`src/rtl/csi2_ppi_tx_packetizer.sv`:
```
// CSI-2 packet transmitter for one HS lane of the DPHY_CORE PPI TX byte interface.
// Takes a packet descriptor and a payload byte stream. It sends the 4-byte header with its
// 6-bit Hamming ECC. Long packets then carry the payload and a CRC-16. Each burst is
// followed by a minimum LP gap on TxRequestHS.

module csi2_ppi_tx_packetizer #(
    parameter int GAP_CYCLES = 8,
    parameter int WC_MAX     = 4096
) (
    input  logic        clk,
    input  logic        rst,
    input  logic        pkt_valid,
    output logic        pkt_ready,
    input  logic        pkt_long,
    input  logic [1:0]  pkt_vc,
    input  logic [5:0]  pkt_dt,
    input  logic [15:0] pkt_wc,
    input  logic [7:0]  pl_data,
    input  logic        pl_valid,
    output logic        pl_ready,
    output logic        txreqhs,
    input  logic        txreadyhs,
    output logic [7:0]  txdatahs,
    output logic        busy,
    output logic        underflow,
    output logic        wc_clamped
);

    typedef enum logic [2:0] {
        S_IDLE,
        S_REQ,
        S_HDR,
        S_PAY,
        S_CRC,
        S_GAP
    } state_t;

    localparam logic [15:0] LP_WC_MAX   = 16'(WC_MAX);
    localparam logic [7:0]  LP_GAP_LAST = 8'(GAP_CYCLES - 1);

    // CSI-2 v1.x header ECC. Each parity bit covers a fixed subset of the 24 header bits.
    // The 24 bits are {WC[15:8], WC[7:0], DI}.
    function automatic logic [7:0] ecc6(input logic [23:0] d);
        logic [5:0] p;
        p[0] = ^(d & 24'hF12CB7);
        p[1] = ^(d & 24'hF2555B);
        p[2] = ^(d & 24'h749A6D);
        p[3] = ^(d & 24'hB8E38E);
        p[4] = ^(d & 24'hDF03F0);
        p[5] = ^(d & 24'hEFFC00);
        return {2'b00, p};
    endfunction

    // One byte of the reflected CRC-16 (x^16+x^12+x^5+1). Data bits are fed LSB first.
    function automatic logic [15:0] crc16_byte(input logic [15:0] crc_in, input logic [7:0] data);
        logic [15:0] c;
        c = crc_in;
        for (int i = 0; i < 8; i++) begin
            if (c[0] ^ data[i]) begin
                c = (c >> 1) ^ 16'h8408;
            end else begin
                c = c >> 1;
            end
        end
        return c;
    endfunction

    state_t      r_state;
    logic        r_pkt_ready;
    logic        r_txreqhs;
    logic [7:0]  r_txdata;
    logic        r_busy;
    logic        r_underflow;
    logic        r_wc_clamped;
    logic        r_long;
    logic [7:0]  r_di;
    logic [15:0] r_wc;
    logic [15:0] r_byte_cnt;
    logic [1:0]  r_hdr_idx;
    logic [15:0] r_crc;
    logic        r_crc_hi;
    logic [7:0]  r_gap_cnt;

    logic        w_clamp;
    logic [15:0] w_wc_in;
    logic [7:0]  w_ecc;
    logic [7:0]  w_pay_byte;
    logic [15:0] w_crc_next;

    // Only long packets are clamped. A short packet's WC field is opaque data.
    assign w_clamp    = pkt_long && (pkt_wc > LP_WC_MAX);
    assign w_wc_in    = w_clamp ? LP_WC_MAX : pkt_wc;
    assign w_ecc      = ecc6({r_wc, r_di});
    // A starved payload slot is filled with 0x00. The CRC covers that filler byte.
    assign w_pay_byte = pl_valid ? pl_data : 8'h00;
    assign w_crc_next = crc16_byte(r_crc, w_pay_byte);

    assign pkt_ready  = r_pkt_ready;
    assign txreqhs    = r_txreqhs;
    assign busy       = r_busy;
    assign underflow  = r_underflow;
    assign wc_clamped = r_wc_clamped;
    // Payload passes straight through to the lane, so a byte is consumed exactly when the PHY takes it.
    assign pl_ready   = (r_state == S_PAY) && txreadyhs;
    assign txdatahs   = (r_state == S_PAY) ? w_pay_byte : r_txdata;

    // Packet sequencer: accept descriptor, request HS, stream header/payload/CRC, then time the gap.
    always_ff @(posedge clk) begin
        if (rst) begin
            r_state      <= S_IDLE;
            r_pkt_ready  <= 1'b0;
            r_txreqhs    <= 1'b0;
            r_txdata     <= 8'h00;
            r_busy       <= 1'b0;
            r_underflow  <= 1'b0;
            r_wc_clamped <= 1'b0;
            r_long       <= 1'b0;
            r_di         <= 8'h00;
            r_wc         <= 16'h0000;
            r_byte_cnt   <= 16'h0000;
            r_hdr_idx    <= 2'd0;
            r_crc        <= 16'hFFFF;
            r_crc_hi     <= 1'b0;
            r_gap_cnt    <= 8'h00;
        end else begin
            // NOTE: non-blocking assignments throughout, so every branch reads pre-edge register values.
            case (r_state)
                S_IDLE: begin
                    // pkt_ready rises one cycle after IDLE is entered. This sets the request spacing.
                    if (r_pkt_ready && pkt_valid) begin
                        r_pkt_ready <= 1'b0;
                        r_state     <= S_REQ;
                        r_busy      <= 1'b1;
                        r_txreqhs   <= 1'b1;
                        r_txdata    <= {pkt_vc, pkt_dt};
                        r_di        <= {pkt_vc, pkt_dt};
                        r_wc        <= w_wc_in;
                        r_long      <= pkt_long;
                        r_crc       <= 16'hFFFF;
                        r_crc_hi    <= 1'b0;
                        if (w_clamp) begin
                            r_wc_clamped <= 1'b1;
                        end
                    end else begin
                        r_pkt_ready <= 1'b1;
                    end
                end

                S_REQ: begin
                    // DI is on the bus while waiting. It is taken with the first TxReadyHS.
                    if (txreadyhs) begin
                        r_txdata  <= r_wc[7:0];
                        r_hdr_idx <= 2'd1;
                        r_state   <= S_HDR;
                    end
                end

                S_HDR: begin
                    if (txreadyhs) begin
                        case (r_hdr_idx)
                            2'd1: begin
                                r_txdata  <= r_wc[15:8];
                                r_hdr_idx <= 2'd2;
                            end
                            2'd2: begin
                                r_txdata  <= w_ecc;
                                r_hdr_idx <= 2'd3;
                            end
                            default: begin
                                if (!r_long) begin
                                    r_txreqhs <= 1'b0;
                                    r_txdata  <= 8'h00;
                                    r_gap_cnt <= LP_GAP_LAST;
                                    r_state   <= S_GAP;
                                end else if (r_wc == 16'h0000) begin
                                    r_txdata <= r_crc[7:0];
                                    r_state  <= S_CRC;
                                end else begin
                                    r_byte_cnt <= r_wc;
                                    r_state    <= S_PAY;
                                end
                            end
                        endcase
                    end
                end

                S_PAY: begin
                    if (txreadyhs) begin
                        r_crc      <= w_crc_next;
                        r_byte_cnt <= r_byte_cnt - 16'd1;
                        if (!pl_valid) begin
                            r_underflow <= 1'b1;
                        end
                        if (r_byte_cnt == 16'd1) begin
                            r_txdata <= w_crc_next[7:0];
                            r_crc_hi <= 1'b0;
                            r_state  <= S_CRC;
                        end
                    end
                end

                S_CRC: begin
                    if (txreadyhs) begin
                        if (!r_crc_hi) begin
                            r_txdata <= r_crc[15:8];
                            r_crc_hi <= 1'b1;
                        end else begin
                            r_txreqhs <= 1'b0;
                            r_txdata  <= 8'h00;
                            r_gap_cnt <= LP_GAP_LAST;
                            r_state   <= S_GAP;
                        end
                    end
                end

                S_GAP: begin
                    if (r_gap_cnt == 8'h00) begin
                        r_busy  <= 1'b0;
                        r_state <= S_IDLE;
                    end else begin
                        r_gap_cnt <= r_gap_cnt - 8'd1;
                    end
                end

                default: begin
                    r_state <= S_IDLE;
                end
            endcase
        end
    end

endmodule

```
`config.mk`:
```
export PLATFORM = sky130hd
export DESIGN_NAME = csi2_ppi_tx_packetizer
export DESIGN_NICKNAME = d
export VERILOG_FILES = /design/src/rtl/csi2_ppi_tx_packetizer.sv
export SDC_FILE = /design/constraint.sdc
export NUM_CORES = 1
export LEC_CHECK = 0
export BUFFER_PORTS_ARGS = -buffer_cell sky130_fd_sc_hd__clkbuf_2
export CORE_MARGIN = 4
export CORE_UTILIZATION = 60
export CTS_BUF_LIST = sky130_fd_sc_hd__clkbuf_8
export DETAILED_ROUTE_END_ITERATION = 6
export HOLD_SLACK_MARGIN = 0.03
export PLACE_DENSITY = 0.85
export SYNTH_ARGS = -nofsm -noshare
export SYNTH_HDL_FRONTEND = slang
export SYNTH_SLANG_ARGS = --single-unit
```
`constraint.sdc`:
```
create_clock -name clk -period 2.7 [get_ports clk]
set_input_delay 0.405 -clock clk [delete_from_list [all_inputs] [get_ports clk]]
set_output_delay 0.405 -clock clk [all_outputs]
set_load 0.05 [all_outputs]
```
==> flow_summary_export.csv, run 1 <==
group,metric,value,unit
grt,grt_use_met2,47.5,%
final_layout,register_area,1680,um2
grt,antenna_found_initial,0,
clocking,cts_setup_buffers,0,
logic_synthesis,synth.avg_cell_area,8.03,um2
place,portBuffers,51,
timing,fmax,413,MHz
final_layout,drive_gt1_share,16.0,%
worst_hold_path,hp-class,"primary input to flip-flop",
setup_path,crit_path_cell_trace,"and2b_1, nand2_1, buf_4, nand2_1, o21ai_0, buf_12",
outcome,outcome,"complete, no violations",
place,dp_hpwl,11500,um
timing,setup_viol,0,
routing,drc,0,
grt,grt_pass1_vias,4872,
timing,finalCriticalPeriod,2.42,ns
logic_synthesis,syn_inst,657,
timing,setup_ws,0.276,ns
setup_path,cp.arrival,2.02,ns
die,die_y,102,um
routing,drtAntennaViolNets,0,
setup_path,worst-setup-path-type,"flip-flop to output pin",
place,postPlaceCellArea,5750,um2
power,pwr_density_cell,542,nW/um2
place,dp_slack,0.411,ns
routing,initialDrtViolationCount,396,
final_layout,utilization,71.2,%
logic_synthesis,syn_area,5280,um2
grt,grt_use_total,30.6,%
timing,hold_viol_final,0,
final_layout,n_fill_cell,673,
setup_path,slowest_delay,0.57,ns
logic_synthesis,synth_seq_cells,84,
grt,gr-usage-met1,42.8,%
logic_synthesis,synth_edf_count,0,
routing,drt_pre_antenna_iters,5,
setup_path,crit_buf_inv,2,
routing,viasPerCell,6.25,
grt,gr-total-overflow,0,
timing,rsz0062_at_grt,"false",
logic_synthesis,async_reset_ff_share,0,%
clocking,tritoncts,"yes",
logic_synthesis,synth_flop_cell,"dfxtp_1",
clocking,clkSinkCount,84,
final_layout,antenna-diode-count,0,
logic_synthesis,syn-num-nets,709,
clocking,cts_buffer_depth,2,
power,leakage,2.22,nW
timing,fin_skew,0.0146,ns
die,io_pins,52,
setup_path,crit_top_cell,"nand2_1",
die,core_area,8380,um2
timing,worstMarginPinSlew,1.07,ns
timing,post-route-period-util,89.8,%
routing,wl_per_cell,18.7,um
clocking,clk_pin_slew_worst_paths,0.09,ns
final_layout,final_cells,816,
routing,drt_wl_total,15300,um
grt,grt_max_degree,40,
clocking,h-tree-depth,3,
routing,vias,5102,
final_layout,area_growth,13.1,%
clocking,ctsHoldBuffers,0,
place,gp_congestion,0.953,
final_layout,fin_nets,758,
clocking,clk_latency,0.36,ns
final_layout,fin_area,5970,um2
power,vdd_ir_drop_max,0.379,mV
grt,gr-usage-met3,5.37,%
grt,grt_pass1_wl,24900,um
grt,busiest_layer,"met2",
logic_synthesis,ys_seq_area_share,31.9,%
setup_path,cp-start-kind,"flip-flop",
die,die_area,10400,um2
setup_path,endpoint_kind,"output pin",
logic_synthesis,yosysWarnings,0,
timing,relSlewSlack,28.7,%
place,dp_cells,800,
die,initial_core_util,62.9,%
timing,maxSlewViolCount,0,
clocking,cts_root_buf,"clkbuf_8",
setup_path,crit_family,"flip-flops",
setup_path,cp_data_required_time,2.30,ns
flow_run,cap_violations,0,
die,die_w,102,um
die,placementRows,33,
setup_path,cp_max_fo,18,
final_layout,multi_input_area,3320,um2
logic_synthesis,synthDistinctLibCells,72,
setup_path,crit_path_top_delay_cell,"dfxtp_1",
clocking,cts_made_buffers,9,
-- cell usage after synthesis, types with 2 or more instances --
library cell / number / area, um2
a2bb2oi_1: 3 / 26.3
inv_1: 27 / 101
clkbuf_1: 23 / 86.3
xnor2_1: 51 / 447
nor3_1: 14 / 70.1
o211ai_2: 2 / 25.0
a22oi_1: 6 / 45.0
or3_1: 4 / 25.0
xnor3_1: 4 / 90.1
nor3_2: 2 / 20.0
xor2_1: 22 / 193
nand3b_1: 9 / 67.6
a211oi_1: 10 / 75.1
o211ai_1: 3 / 22.5
o221ai_1: 2 / 17.5
or3b_1: 2 / 17.5
a22o_1: 16 / 140
a21oi_1: 53 / 265
nand2_1: 87 / 327
inv_2: 3 / 11.3
o21ai_0: 34 / 170
or2_2: 3 / 18.8
buf_2: 9 / 45.0
nand2b_1: 19 / 119
o41ai_2: 3 / 48.8
a31oi_1: 4 / 25.0
nand4_1: 4 / 25.0
o31ai_1: 2 / 15.0
o21bai_1: 5 / 37.5
buf_6: 2 / 22.5
o22ai_1: 12 / 75.1
ha_1: 14 / 175
a311oi_1: 2 / 17.5
nor4_1: 5 / 31.3
a221oi_1: 4 / 35.0
nor2_1: 50 / 188
nand3_1: 21 / 105
and4_1: 2 / 17.5
nor3b_1: 3 / 22.5
dfxtp_1: 84 / 1680
-- registers in the layout, summed over array words and instances, names as in the netlist --
signal and count:
r_byte_cnt 16, r_crc 16, r_gap_cnt 8, txreqhs 1
r_crc_hi 1, pkt_ready 1, busy 1, r_di 8
r_txdata 8, underflow 1, r_state 3, r_long 1
r_wc 16, r_hdr_idx 2, wc_clamped 1
-- per-stage QoR --
stage	power, W	TNS (ns)	hold slack (ns)
CTS	0.00323	0	0.252
finish	0.00323	0	0.259
detailed placement	0.00225	0	0.465
global placement	0.00224	0	0.453
floorplan	0.00199	-0.0399	0.432
global route	0.00338	0	0.252
-- report_power, final --
group          switching (W)  leakage, nW  total [W]  internal [W]
Combinational       0.000522         1.43   0.000891      0.000369
Clock               0.000472        0.107   0.000990      0.000518
Sequential         0.0000584        0.682    0.00135       0.00129
-- placed cells by master, fill, tap and decap left out, drive strengths merged, types with 3 or more instances in the layout --
cell and count:
buf 28, a2bb2oi 3, nand3b 9, nor3 17, a311oi 3, o41ai 3, xnor3 4, or3 4
a221oi 5, or2 6, a211oi 11, nor4 6, nand2 87, xor2 22, o22ai 12, o211ai 5
a22o 16, nand4 4, inv 31, a21oi 54, clkbuf 55, o21ai 34, o21bai 5, dfxtp 84
nor2 50, a31oi 4, nand2b 19, a22oi 6, nor3b 3, nand3 21, ha 14, xnor2 51
-- per-layer routing --
metal | up-vias | share of wire, %
met3 | 34 | 7.7
met4 | 0 | 2.5
met5 | - | 0
li1 | 2409 | -
met2 | 251 | 46
met1 | 2408 | 44
-- logic make-up (layout without fill, tap and decap cells) --
kind of cell               after synthesis  in the layout  synth area share [%]
DFF                                     84             84                  31.9
and+or+nand+nor                        238            238                  22.3
xor gates and xnor gates                77             77                  13.8
adders and majority gates               14             14                  3.32
AOI/OAI and AO/OA                      177            177                  23.2
buffers and inverters                   66            120                  5.26
muxes                                    1              1                 0.190
-- final timing paths --
| check | from | end | slack (ns) | cells after the start |
|---|---|---|---|---|
| min reg2reg | r_txdata[5] | r_txdata[5] | 0.47 | 2 |
| max reg2reg | r_wc[15] | r_txdata[0] | 0.33 | 8 |
| max | r_state[2] | txdatahs[3] | 0.28 | 6 |
| min | pkt_wc[7] | r_wc[7] | 0.26 | 2 |
-- cell type report --
| cell class | count | area share, % |
|---|---|---|
| Timing Repair Buffer | 74 | 8.43 |
| Inverter | 30 | 1.89 |
| Tap cell | 105 | 2.20 |
| Clock buffer | 9 | 2.08 |
| Multi-Input combinational cell | 507 | 55.7 |
| Clock inverter | 7 | 1.55 |
| Sequential cell | 84 | 28.2 |
-- timing repair --
action,4_1_cts,5_1_grt
endpoints found under the setup margin,0,1
gates resized for setup,0,1
hold endpoints to repair,0,0
Power figures use the tool's default switching activity.
==> inputs of run 2 (changes only) <==
ABC_AREA = 1   (was not set)
CORE_UTILIZATION = 56   (was 60)
PLACE_DENSITY = 0.83   (was 0.85)
clock period = 2 ns   (was 2.7 ns; I/O delays follow)
==> flow_summary_export.csv, run 2 <==
group,metric,value,unit
outcome,outcome,"finished with violations",
outcome,violations,"design-rule violations",
routing,wl_per_cell,15.1,um
routing,initialDrtViolationCount,324,
setup_path,crit_path_cell_trace,"inv_1, ha_1, nand4_1, nor2_1, nor2_1, inv_1, o221ai_4, nor2_4, inv_2, nand2_1, a21oi_1",
routing,vias,5819,
routing,wl_met2,7560,um
timing,finalCriticalPeriod,1.91,ns
power,leakage,3.02,nW
logic_synthesis,yosysWarnings,0,
setup_path,cp-start-kind,"flip-flop",
logic_synthesis,yosysTopAreaCell,"dfxtp_1",
die,die_w,106,um
flow_run,cap_violations,0,
power,pwr_density_cell,1250,nW/um2
place,gp_congestion,0.933,
logic_synthesis,synth_flop_cell,"dfxtp_1",
routing,drt_wl_total,15900,um
die,initial_core_util,58.1,%
clocking,cts_root_buf,"clkbuf_8",
logic_synthesis,synth_top_family_by_area,"simple AND/OR/NAND/NOR gates",
clocking,cts_made_buffers,9,
die,placementRows,35,
logic_synthesis,synth.avg_cell_area,6.49,um2
final_layout,utilization,70.7,%
clocking,clk_latency,0.36,ns
logic_synthesis,netlist_top_cells_count,"nand2_1, inv_1, dfxtp_1",
logic_synthesis,synthMuxAreaShare,0,%
place,portBuffers,51,
routing,met1_length,6660,um
clocking,clk_pin_slew_worst_paths,0.09,ns
final_layout,antenna-diode-count,0,
timing,relSlewSlack,67.6,%
logic_synthesis,synthTopCellsByArea,"dfxtp_1, nand2_1, inv_1",
setup_path,r2r_slack,0.09,ns
final_layout,fin_nets,967,
logic_synthesis,synth_seq_cells,84,
logic_synthesis,syn_area,5420,um2
setup_path,cp_data_required_time,2.23,ns
clocking,cts_buffer_depth,2,
timing,setup_ws,0.0930,ns
logic_synthesis,synth.most_common_cell,"nand2_1",
logic_synthesis,ys_seq_area_share,31.1,%
setup_path,cp.arrival,2.14,ns
setup_path,crit_family,"simple AND/OR/NAND/NOR gates",
timing,hold_viol_final,0,
logic_synthesis,yosys.area.top_type_share,31.1,%
final_layout,drive_gt1_share,19.5,%
final_layout,reg.largest.list,"r_byte_cnt x16, r_crc x16, r_wc x16",
logic_synthesis,synthAdderAreaFrac,3.23,%
timing,fmax,524,MHz
routing,drtAntennaViolNets,0,
logic_synthesis,synthDistinctLibCells,39,
logic_synthesis,async_reset_ff_share,0,%
grt,grt_use_total,27.3,%
power,vdd_ir_drop_max,0.649,mV
setup_path,worst-setup-path-type,"flip-flop to flip-flop",
setup_path,crit_end,"r_txdata[3]",
logic_synthesis,synth_edf_count,0,
logic_synthesis,syn-num-nets,886,
final_layout,area_growth,21.8,%
routing,drt_pre_antenna_iters,7,
setup_path,critical_path_cell_count,11,
worst_hold_path,hp-class,"primary input to flip-flop",
clocking,clkSinkCount,84,
grt,grt_pass1_wl,25000,um
logic_synthesis,syn_inst,834,
setup_path,crit_path_top_delay_cell,"dfxtp_1",
die,die_area,11300,um2
setup_path,slowest_delay,0.36,ns
grt,grt_max_degree,32,
grt,grt_pass1_vias,5342,
timing,fin_skew,0.00839,ns
place,postPlaceCellArea,6150,um2
timing,maxSlewViolCount,0,
final_layout,fin_area,6600,um2
setup_path,r2r-start,"r_wc[11]",
setup_path,crit_buf_inv,3,
die,core_area,9330,um2
final_layout,final_common_cell,"nand2_1",
setup_path,r2r_end,"r_txdata[3]",
logic_synthesis,synth_compound_area_share,17.8,%
timing,rsz0062_at_grt,"true",
clocking,ctsHoldBuffers,0,
clocking,tritoncts,"yes",
die,die_y,106,um
routing,dr.max_layer_used,"met4",
logic_synthesis,yosys.area_share.xor_xnor,7.76,%
setup_path,startpoint,"r_wc[11]",
routing,drc,2,
timing,worstMarginPinSlew,0.482,ns
grt,gr-total-overflow,0,
die,io_pins,52,
place,dp_slack,0.0501,ns
place,dp_hpwl,11900,um
logic_synthesis,synth-simple-area-share,31.0,%
clocking,h-tree-depth,3,
setup_path,endpoint_kind,"flip-flop",
final_layout,n_fill_cell,779,
timing,setup_viol,0,
setup_path,cp_max_fo,7,
routing,viasPerCell,5.55,
final_layout,final_cell_mix,"nand2_1, inv_1, dfxtp_1",
setup_path,ff2ff_path_depth,11,
routing,wl_met3,1170,um
timing,post-route-period-util,95.4,%
grt,antenna_found_initial,0,
-- run 2: cell types whose count changed after synthesis, sizes merged, moves of 6 or more --
cell    before  now
o21ai       34   66
buf         13    6
nand3       21   52
nor2        50   78
inv         30  106
xnor2       51   22
clkbuf      23   17
nand2b      19    0
a21oi       54   60
a22o        16    0
nand3b       9    1
nand2       87  226
-- run 2: layout make-up --
type	count	area, um2	area share (%)
multi-input combinational	620	3410	51.7
sequential	84	1690	25.6
timing repair buffer	93	711	10.8
inverter	107	402	6.09
tap	129	161	2.45
clock buffer	9	124	1.88
clock inverter	7	100	1.52
-- run 2: kinds of logic (layout without fill, tap and decap cells) --
| family | after synthesis | in the layout |
|---|---|---|
| AOI/OAI and AO/OA | 171 | 171 |
| xor gates and xnor gates | 48 | 48 |
| adders and majority gates | 14 | 14 |
| buffers and inverters | 130 | 216 |
| DFF | 84 | 84 |
| and+or+nand+nor | 387 | 387 |
-- run 2: worst min-delay path by stage --
stage                 start      endpoint  slack, ns  cells past startpoint
3_3_place_gp     wc_clamped    wc_clamped       0.44                      2
4_1_cts           pkt_wc[7]       r_wc[7]       0.18                      3
2_1_floorplan  r_gap_cnt[7]  r_gap_cnt[7]       0.43                      1
6_report          pkt_wc[7]       r_wc[7]       0.18                      3
3_5_place_dp     wc_clamped    wc_clamped       0.45                      2
5_1_grt           pkt_wc[7]       r_wc[7]       0.19                      3
-- run 2: through the flow --
step	hold slack, ns	std cells	total power, W	TNS, ns
after floorplan	0.428	834	0.00538	-1.81
after global placement	0.442	1030	0.00640	0
after detailed placement	0.450	1030	0.00651	0
after CTS	0.178	1046	0.00794	0
after global routing	0.190	1049	0.00879	-0.0633
final	0.183	1049	0.00823	0
-- run 2: what timing repair did --
item / CTS / global route
resized for setup: 9 / 40
endpoints found under the setup margin: 8 / 31
gates cloned: 0 / 0
setup buffers: 0 / 3
pin swaps: 0 / 4
-- run 2: where the power goes --
group | internal, W | leakage, nW | total (W) | switching, W
clock network | 0.000710 | 0.102 | 0.00140 | 0.000687
registers | 0.00202 | 0.686 | 0.00233 | 0.000310
logic | 0.00171 | 2.23 | 0.00450 | 0.00279
-- run 2: worst register-to-register path, stage by stage, from the launching register on --
cell and delay, ns:
dfxtp_1 0.36, inv_1 0.12, ha_1 0.16, nand4_1 0.10, nor2_1 0.29, nor2_1 0.08
inv_1 0.12, o221ai_4 0.17, nor2_4 0.18, inv_2 0.09, nand2_1 0.07, a21oi_1 0.06
-- run 2: routing by layer --
layer,up-vias,GRT usage [%]
li1,2890,-
met1,2659,35.6
met2,228,45.4
met3,42,3.70
met4,0,10.9
met5,-,0
==> inputs of run 3 (changes only) <==
CELL_PAD_IN_SITES_DETAIL_PLACEMENT = 1   (was not set)
CELL_PAD_IN_SITES_GLOBAL_PLACEMENT = 1   (was not set)
CORE_UTILIZATION = 40   (was 56)
GPL_ROUTABILITY_DRIVEN = 0   (was not set)
clock period = 1.6 ns   (was 2 ns; I/O delays follow)
==> flow_summary_export.csv, run 3 <==
group,metric,value,unit
logic_synthesis,ys_seq_area_share,31.1,%
logic_synthesis,yosys.area.top_type_share,31.1,%
logic_synthesis,syn_area,5420,um2
logic_synthesis,yosysWarnings,0,
place,dp_hpwl,18400,um
clocking,cts_made_buffers,9,
outcome,stop_error,"[ERROR GRT-0232] Routing congestion too high. Check the congestion heatmap in the GUI.",
clocking,clkSinkCount,84,
clocking,ctsHoldBuffers,0,
die,initial_core_util,40.9,%
clocking,cts_buffer_depth,2,
logic_synthesis,netlist_top_cells_count,"nand2_1, inv_1, dfxtp_1",
logic_synthesis,synth.avg_cell_area,6.49,um2
logic_synthesis,synth_seq_cells,84,
place,portBuffers,51,
logic_synthesis,synth.most_common_cell,"nand2_1",
logic_synthesis,synthDistinctLibCells,39,
die,die_w,124,um
grt,grt_max_degree,37,
logic_synthesis,synth_edf_count,0,
timing,worstEndpointGrtRepair,"r_txdata[3]$_SDFFE_PP0P_/D",
logic_synthesis,async_reset_ff_share,0,%
clocking,h-tree-depth,3,
grt,grt_use_total,79.9,%
logic_synthesis,yosysTopAreaCell,"dfxtp_1",
grt,gr-total-overflow,224,
logic_synthesis,synth_flop_cell,"dfxtp_1",
outcome,outcome,"aborted with a tool error",
clocking,cts_root_buf,"clkbuf_8",
die,die_y,124,um
timing,endpoint_type,"sequential cell input",
logic_synthesis,synthTopCellsByArea,"dfxtp_1, nand2_1, inv_1",
place,postPlaceCellArea,7360,um2
die,placementRows,42,
logic_synthesis,syn-num-nets,886,
logic_synthesis,syn_inst,834,
die,io_pins,52,
outcome,stop_stage,"global routing",
-- run 3: kinds of logic after synthesis --
family | Yosys count | share of synthesized area, %
AO/OA/AOI/OAI | 171 | 17.8
XOR/XNOR | 48 | 7.76
adder cells (fa/ha/maj) | 14 | 3.23
buffers and inverters | 130 | 9.15
flip-flops | 84 | 31.1
AND/OR/NAND/NOR | 387 | 31.0
-- run 3: metrics by stage --
step	TNS, ns	setup slack, ns	hold slack (ns)	std cells
floorplan	-0.0135	-0.0135	0.375	834
global placement	-6.28	-0.270	0.445	1192
detailed placement	-13.14	-0.432	0.455	1192
CTS	-18.46	-0.353	0.0747	1246
-- run 3: what timing repair did --
| action | 4_1_cts |
|---|---|
| endpoints found under the hold margin | 0 |
| buffers inserted | 34 |
| gates resized for setup | 303 |
| cloned | 5 |
| pin swaps | 58 |
| setup endpoints to repair | 90 |
-- run 3: per-layer routing --
metal	overflow	GRT usage, %
met4	86	85.2
met1	2	78.5
met3	1	65.6
met5	0	21.6
met2	135	95.3
==> inputs of run 4 (changes only) <==
CELL_PAD_IN_SITES_DETAIL_PLACEMENT = not set   (was 1)
CELL_PAD_IN_SITES_GLOBAL_PLACEMENT = not set   (was 1)
CTS_BUF_LIST = not set   (was sky130_fd_sc_hd__clkbuf_8)
HOLD_SLACK_MARGIN = not set   (was 0.03)
PLACE_DENSITY = not set   (was 0.83)
PLACE_DENSITY_LB_ADDON = 0.15   (was not set)
clock period = 2.1 ns   (was 1.6 ns; I/O delays follow)
==> flow_summary_export.csv, run 4 (same netlist as run 2, synthesis figures left out) <==
group,metric,value,unit
outcome,outcome,"complete, no violations",
clocking,tritoncts,"yes",
routing,drt_pre_antenna_iters,7,
grt,grt_pass1_vias,5124,
die,die_area,15500,um2
routing,drtAntennaViolNets,0,
power,leakage,3.00,nW
setup_path,crit_family,"buffers and inverters",
grt,grt_pass1_wl,26300,um
routing,wl_per_cell,14.7,um
setup_path,cp.arrival,1.65,ns
final_layout,utilization,49.0,%
clocking,clk_latency,0.35,ns
final_layout,final_cell_mix,"nand2_1, inv_1, dfxtp_1",
timing,relSlewSlack,68.2,%
die,die_y,124,um
grt,antenna_found_initial,0,
routing,drc,0,
power,power_frac_comb,50.5,%
final_layout,fin_nets,965,
grt,gr-total-overflow,0,
place,postPlaceCellArea,6150,um2
final_layout,drive_gt1_share,16.3,%
power,p_clk_share,21.4,%
place,portBuffers,51,
power,vdd_ir_drop_max,0.479,mV
clocking,ctsResizeCount,0,
setup_path,worst-setup-path-type,"flip-flop to output pin",
clocking,h-tree-depth,3,
routing,initialDrtViolationCount,456,
clocking,cts_root_buf,"clkbuf_16",
routing,vias,5536,
final_layout,fin_area,6490,um2
die,initial_core_util,40.9,%
timing,finalCriticalPeriod,1.96,ns
setup_path,slowest_delay,0.37,ns
timing,post-route-period-util,93.6,%
final_layout,n_fill_cell,1421,
final_layout,area_growth,19.9,%
die,placementRows,42,
power,p_switching,0.00346,W
setup_path,crit_path_top_delay_cell,"dfxtp_2",
power,pwr_density_cell,1210,nW/um2
final_layout,antenna-diode-count,0,
timing,rsz0062_at_grt,"false",
timing,hold_viol_final,0,
routing,viasPerCell,5.07,
setup_path,endpoint_kind,"output pin",
timing,fin_skew,0.00790,ns
setup_path,cp_data_required_time,1.78,ns
setup_path,crit_path_cell_trace,"inv_1, nor2_2, nand2_2, buf_12, o21ai_1, clkbuf_2",
setup_path,cp_max_fo,33,
clocking,clk_pin_slew_worst_paths,0.06,ns
place,dp_cells,1078,
die,die_w,124,um
grt,grt_max_degree,34,
clocking,cts_setup_buffers,0,
worst_hold_path,hp-class,"primary input to flip-flop",
flow_run,cap_violations,0,
timing,worstMarginPinSlew,0.473,ns
timing,final.setup.tns,0,ns
power,pwr-share-seq,28.0,%
final_layout,final_cells,1092,
clocking,cts_buffer_depth,2,
die,core_area,13200,um2
grt,grt_use_total,20.9,%
clocking,ctsHoldBuffers,0,
final_layout,final_common_cell,"nand2_1",
timing,maxSlewViolCount,0,
final_layout,reg.largest.list,"r_byte_cnt x16, r_crc x16, r_wc x16",
die,io_pins,52,
clocking,cts_made_buffers,9,
setup_path,crit_buf_inv,3,
timing,setup_viol,0,
setup_path,cp-start-kind,"flip-flop",
power,p_int,0.00443,W
place,dp_hpwl,12600,um
power,p_sw_share,43.9,%
timing,fmax,509,MHz
clocking,clkSinkCount,84,
routing,drt_wl_total,16100,um
## run 4: stage by stage
step / setup WS (ns) / hold WS, ns / power [W]
final: 0.135 / 0.212 / 0.00789
after floorplan: -0.0354 / 0.428 / 0.00512
after detailed placement: 0.0394 / 0.440 / 0.00616
after global routing: 0.00319 / 0.216 / 0.00860
after CTS: 0.0239 / 0.203 / 0.00788
after global placement: 0.0648 / 0.442 / 0.00617
## run 4: worst paths after layout
path	startpoint	cells after the start	endpoint	slack [ns]
min reg2reg	wc_clamped	2	wc_clamped	0.45
max	r_state[1]	6	txdatahs[7]	0.14
min	pkt_wc[4]	3	r_wc[4]	0.21
max reg2reg	r_byte_cnt[2]	9	r_byte_cnt[15]	0.19
## run 4: cell type report
class                           instances  area (um2)  area share, %
Sequential cell                        84        1680           25.9
Multi-Input combinational cell        620        3270           50.3
Clock buffer                           13         280           4.32
Inverter                              107         402           6.18
Clock inverter                          1        30.0          0.462
Tap cell                              176         220           3.39
Timing Repair Buffer                   91         611           9.40
## run 4: layer usage
metal,wire length [um],track usage [%]
met1,7430,28.0
met2,7720,34.6
met3,740,4.33
met4,181,5.03
met5,0,0
## run 4: worst reg2reg max path: cells and delay by family, from the launching register on
kind                      cells  cell delay (ns)
AOI/OAI and AO/OA             2             0.23
xor gates and xnor gates      1             0.13
DFF                           1             0.36
and+or+nand+nor               6             1.07
## run 4: power groups by stage
stage	Combinational, W	Sequential, W	Clock [W]
final	0.00399	0.00221	0.00169
after global routing	0.00455	0.00226	0.00179
after CTS	0.00395	0.00220	0.00173
after detailed placement	0.00392	0.00224	0
after global placement	0.00393	0.00223	0
after floorplan	0.00288	0.00224	0
